<file path="src/rtl/dds_disp_pkg.sv">
// Shared constants and types for the DDS frequency display path.
// Used by the binary-to-BCD converter and the display scanner.
package dds_disp_pkg;

  localparam int DISP_DIGITS = 8;
  localparam int DISP_BIN_W  = 28;

  localparam int unsigned  DISP_MAX     = 32'd99_999_999;
  localparam logic [31:0]  DISP_SAT_BCD = 32'h9999_9999;

  typedef enum logic [0:0] {
    IDLE  = 1'b0,
    SHIFT = 1'b1
  } b2b_state_t;

  // Largest value representable in 'digits' decimal digits (10^digits - 1).
  function automatic logic [63:0] bcd_max_value(input int digits);
    logic [63:0] v;
    v = 64'd1;
    for (int i = 0; i < digits; i++) begin
      v = v * 64'd10;
    end
    return v - 64'd1;
  endfunction

endpackage

</file>
<file path="src/rtl/bcd_add3.sv">
// One double-dabble correction cell: a BCD digit of 5 or more gets +3 so
// that the following left shift carries correctly into the next digit.
module bcd_add3 (
  input  logic [3:0] digit,
  output logic [3:0] digit_adj
);

  // Conditional +3 correction.
  always_comb begin
    if (digit >= 4'd5) begin
      digit_adj = digit + 4'd3;
    end else begin
      digit_adj = digit;
    end
  end

endmodule

</file>
<file path="src/rtl/bin_to_bcd8.sv">
// Sequential binary-to-BCD converter (shift-add-3, one bit per clock).
// Out-of-range values saturate the display to all nines and raise overflow.
module bin_to_bcd8
  import dds_disp_pkg::*;
#(
  parameter int BIN_W  = DISP_BIN_W,
  parameter int DIGITS = DISP_DIGITS
) (
  input  logic                clk,
  input  logic                rst_n,
  input  logic                start,
  input  logic [BIN_W-1:0]    bin,
  output logic                busy,
  output logic                done,
  output logic [DIGITS*4-1:0] bcd,
  output logic                overflow
);

  localparam int                BCD_W    = DIGITS * 4;
  localparam int                CNT_W    = $clog2(BIN_W + 1);
  localparam logic [63:0]       MAX_VAL  = bcd_max_value(DIGITS);
  localparam logic [CNT_W-1:0]  CNT_LOAD = CNT_W'(BIN_W);
  localparam logic [CNT_W-1:0]  CNT_LAST = CNT_W'(1);
  localparam logic [BCD_W-1:0]  SAT_BCD  = {DIGITS{4'h9}};

  b2b_state_t        state_r, state_nx;
  logic [CNT_W-1:0]  cnt_r, cnt_nx;
  logic [BIN_W-1:0]  shreg_r, shreg_nx;
  logic [BCD_W-1:0]  scratch_r, scratch_nx;
  logic              ovf_flag_r, ovf_flag_nx;
  logic [BCD_W-1:0]  bcd_nx;
  logic              overflow_nx;
  logic              done_nx;
  logic              busy_nx;

  logic [BCD_W-1:0]  scratch_adj_s;
  logic [BCD_W-1:0]  scratch_shift_s;
  logic              over_range_s;

  for (genvar g = 0; g < DIGITS; g++) begin : g_add3
    bcd_add3 u_add3 (
      .digit     (scratch_r[g*4 +: 4]),
      .digit_adj (scratch_adj_s[g*4 +: 4])
    );
  end

  // Top scratch bit falls off here; saturation hides the loss for large inputs.
  assign scratch_shift_s = {scratch_adj_s[BCD_W-2:0], shreg_r[BIN_W-1]};
  assign over_range_s    = (64'(bin) > MAX_VAL);

  // Next-state and next-output logic.
  always_comb begin
    state_nx    = state_r;
    cnt_nx      = cnt_r;
    shreg_nx    = shreg_r;
    scratch_nx  = scratch_r;
    ovf_flag_nx = ovf_flag_r;
    bcd_nx      = bcd;
    overflow_nx = overflow;
    done_nx     = 1'b0;
    busy_nx     = busy;
    case (state_r)
      IDLE: begin
        if (start) begin
          shreg_nx    = bin;
          scratch_nx  = '0;
          cnt_nx      = CNT_LOAD;
          ovf_flag_nx = over_range_s;
          busy_nx     = 1'b1;
          state_nx    = SHIFT;
        end else begin
          state_nx    = IDLE;
        end
      end
      SHIFT: begin
        scratch_nx = scratch_shift_s;
        shreg_nx   = {shreg_r[BIN_W-2:0], 1'b0};
        cnt_nx     = cnt_r - CNT_LAST;
        if (cnt_r == CNT_LAST) begin
          bcd_nx      = ovf_flag_r ? SAT_BCD : scratch_shift_s;
          overflow_nx = ovf_flag_r;
          done_nx     = 1'b1;
          busy_nx     = 1'b0;
          state_nx    = IDLE;
        end else begin
          state_nx    = SHIFT;
        end
      end
      default: begin
        busy_nx  = 1'b0;
        state_nx = IDLE;
      end
    endcase
  end

  // State and registered outputs, synchronous active-low reset.
  always_ff @(posedge clk) begin
    if (!rst_n) begin
      state_r    <= IDLE;
      cnt_r      <= '0;
      shreg_r    <= '0;
      scratch_r  <= '0;
      ovf_flag_r <= 1'b0;
      bcd        <= '0;
      overflow   <= 1'b0;
      done       <= 1'b0;
      busy       <= 1'b0;
    end else begin
      state_r    <= state_nx;
      cnt_r      <= cnt_nx;
      shreg_r    <= shreg_nx;
      scratch_r  <= scratch_nx;
      ovf_flag_r <= ovf_flag_nx;
      bcd        <= bcd_nx;
      overflow   <= overflow_nx;
      done       <= done_nx;
      busy       <= busy_nx;
    end
  end

endmodule

</file>
<file path="config.mk">
export PLATFORM = sky130hd
export DESIGN_NAME = bin_to_bcd8
export DESIGN_NICKNAME = d
export VERILOG_FILES = /design/src/rtl/dds_disp_pkg.sv /design/src/rtl/bcd_add3.sv /design/src/rtl/bin_to_bcd8.sv
export SDC_FILE = /design/constraint.sdc
export NUM_CORES = 1
export LEC_CHECK = 0
export ABC_CLOCK_PERIOD_IN_PS = 2000
export BUFFER_PORTS_ARGS = -buffer_cell sky130_fd_sc_hd__buf_2
export CORE_MARGIN = 10
export CORE_UTILIZATION = 35
export CTS_CLUSTER_DIAMETER = 200
export DETAILED_ROUTE_END_ITERATION = 12
export HOLD_SLACK_MARGIN = 0.06
export PLACE_DENSITY_LB_ADDON = 0.05
export SLEW_MARGIN = 20
export SYNTH_ARGS = -nofsm -noshare
export SYNTH_HDL_FRONTEND = slang
export SYNTH_SLANG_ARGS = --single-unit
export TNS_END_PERCENT = 1
</file>
<file path="constraint.sdc">
create_clock -name clk -period 2 [get_ports clk]
set_input_delay 0.2 -clock clk [delete_from_list [all_inputs] [get_ports clk]]
set_output_delay 0.2 -clock clk [all_outputs]
set_load 0.05 [all_outputs]
</file>
==> results.json <==
{
  "outcome": "complete, no violations",
  "worst_path_max_delay_cell": "and2_1",
  "use_met1_pct": 16.16,
  "synth_edf_count": 0,
  "layout.cells.non_filler": 753,
  "holdPathEnd": "shreg_r[0]$_SDFFE_PN0P_",
  "setup_ws_ns": 0.2905,
  "crit_chain": "inv_1, ha_1, nand4b_4, and2_1, a22o_1",
  "ys.flop_type": "dfxtp_1",
  "r2r_start": "cnt_r[1]$_SDFFE_PN0P_",
  "drt-total-wl_um": 12230,
  "num_antenna_cells": 0,
  "p_leak_nw": 2.352,
  "cp-start-kind": "flip-flop",
  "cts.path.max_buffers": 2,
  "synth_top_area_share_pct": 43.14,
  "grt_usage_pct": 13.44,
  "layout-drive-gt1-share_pct": 17.68,
  "maxCapViolations": 0,
  "powerDensity_nw_per_um2": 793.5,
  "gr-max-usage-layer": "met2",
  "cts_buffers": 9,
  "area.growth.synth_to_final_pct": 17.29,
  "clk_latency_ns": 0.36,
  "avgSynthCellArea_um2": 9.227,
  "clkTransAtPathRegs_ns": 0.07,
  "path_max_fanout": 18,
  "final-setup-viol-count": 0,
  "final_nets": 621,
  "holdCritPathClass": "input pin to flip-flop",
  "holdBufCountCts": 0,
  "critical_path_class": "flip-flop to flip-flop",
  "h-tree-depth": 3,
  "max_freq_mhz": 585.0,
  "cts_setup_buffers": 0,
  "grt_first_pass_wirelength_um": 19750,
  "async_flop_share_pct": 0,
  "fin_crit_ns": 1.709,
  "synth_cell_types": 38,
  "drt.antenna.violating_nets": 0,
  "synth.net_count": 562,
  "yosys.cell_count.top_type": "dfxtp_1",
  "syn_inst": 513,
  "die_y_um": 136.3,
  "clock-root-buffer": "clkbuf_16",
  "gr-usage-met2_pct": 21.90,
  "pin_count": 66,
  "dr.pass1.iters": 4,
  "rows": 42,
  "dieWidth_um": 136.3,
  "place_inst": 737,
  "grt_use_met3_pct": 4.649,
  "antenna_found_initial": 0,
  "grt_remaining_overflow": 0,
  "vias": 3773,
  "grt_pass1_vias": 3828,
  "via_per_inst": 5.011,
  "worstMarginPinSlew_ns": 0.8492,
  "end_kind": "flip-flop",
  "finalPower_mw": 4.405,
  "fp.dieArea_um2": 18580,
  "maxSlewViolCount": 0,
  "synth_commonest_cells": "dfxtp_1 (102), o21ai_0 (57), nand2_1 (40)",
  "worstRegToRegCells": 5,
  "cts_resized": 0,
  "max_slew_margin_pct": 43.39,
  "min_path_cells": 3,
  "skew_ns": 0.008169,
  "portBuffers": 65,
  "hold_slack_ns": 0.1724,
  "rrSetupSlack_ns": 0.29,
  "critical_path_arrival_ns": 2.01,
  "dp_worst_setup_slack_ns": 0.2835,
  "cts_sinks": 102,
  "dp_hpwl_um": 8556,
  "syn-cell-area_um2": 4733,
  "finalSetupTns_ns": 0,
  "hold_viol_final": 0,
  "yosysWarnings": 0,
  "ir_drop_mv": 0.3737,
  "synth_area_leaders": "dfxtp_1 (43%), mux2i_1 (7.8%), o21ai_0 (6.0%)",
  "post-route-period-util_pct": 85.47,
  "synth_area_leader_cell": "dfxtp_1",
  "tritoncts": "built",
  "fp.coreArea_um2": 13240,
  "drc_errors": 0,
  "yosysSeqAreaShare_pct": 43.14,
  "min_from": "bin[0]",
  "start_util_pct": 35.74,
  "r2r_end": "bcd[26]$_SDFFE_PN0P_",
  "drt_iter0_markers": 186,
  "rsz0062_at_grt": "false",
  "critPathRequiredTime_ns": 2.30,
  "ys_ff_latch": 102,
  "cpPeakStageDelay_ns": 0.69,
  "place.gp.congestion": 0.7820,
  "grt_max_degree": 60,
  "post_drt_wl_per_cell_um": 16.24
}
==> how the worst max path moves through the flow <==
stage	start	end	slack (ns)	cells after the start
floorplan	cnt_r[0]$_SDFFE_PN0P_	bcd[13]$_SDFFE_PN0P_	0.58	6
global placement	cnt_r[1]$_SDFFE_PN0P_	bcd[14]$_SDFFE_PN0P_	0.32	5
detailed placement	cnt_r[1]$_SDFFE_PN0P_	bcd[25]$_SDFFE_PN0P_	0.28	5
CTS	cnt_r[1]$_SDFFE_PN0P_	bcd[26]$_SDFFE_PN0P_	0.26	5
global route	cnt_r[1]$_SDFFE_PN0P_	bcd[18]$_SDFFE_PN0P_	0.16	5
finish	cnt_r[1]$_SDFFE_PN0P_	bcd[26]$_SDFFE_PN0P_	0.29	5
==> per-stage QoR <==
stage                     area [um^2]  util, %
after floorplan                  4733        -
after global placement           5238    39.55
after detailed placement         5238    39.55
after CTS                        5552    41.92
after global routing             5552    41.92
final                            5552    41.92
==> area by class of cell <==
class	instances	area (um^2)
Multi-Input combinational cell	360	2449
Inverter	18	67.56
Tap cell	176	220.2
Timing Repair Buffer	81	457.9
Clock inverter	7	88.84
Fill cell	1362	7691
Sequential cell	102	2043
Clock buffer	9	225.2
==> layer usage <==
layer	part of all wire [%]	wire length (um)
met3	5.5	669
met4	1.3	159
met2	47	5738
met5	0	0
met1	46	5661
==> cells by family after synthesis <==
group | count (synthesis) | share of synthesized area (%)
simple gates | 156 | 19.03
compound gates | 140 | 18.40
flops | 102 | 43.14
buf+inv | 51 | 5.128
mux | 38 | 8.062
fa+ha+maj | 18 | 4.758
xor+xnor | 8 | 1.480
==> sequential cells by signal, indices dropped and copies added (netlist names) <==
register / flops
done: 1
overflow: 1
bcd: 32
busy: 1
state_r: 1
cnt_r: 5
ovf_flag_r: 1
shreg_r: 28
scratch_r: 32
==> power by group <==
part	internal, mW	leakage, nW	switching [mW]
registers	2.09	0.828	0.0437
logic	0.155	1.36	0.233
clock network	1.09	0.159	0.793
==> placed cells by master, fill, tap and decap left out, types with 2 or more instances in the layout <==
cell	n
o211a_1	2
clkbuf_16	9
buf_2	65
and2_1	31
a21oi_1	36
nor2_1	11
mux2i_1	37
xnor2_1	8
bufinv_16	2
buf_4	15
o32ai_1	7
o21ai_0	57
nor3_1	13
nor2b_1	15
o21a_1	2
a22o_1	32
inv_1	18
clkinv_2	4
nand2_1	40
nand2b_1	17
nand3_1	2
dfxtp_1	101
nor3b_1	17
ha_1	18
==> worst max-delay path: cells and delay by family (launching register included) <==
kind	cells	cell delay (ns)
compound gates	1	0.23
fa+ha+maj	1	0.22
buf+inv	1	0.07
flops	1	0.34
simple gates	2	0.79
Power figures use the tool's default switching activity.
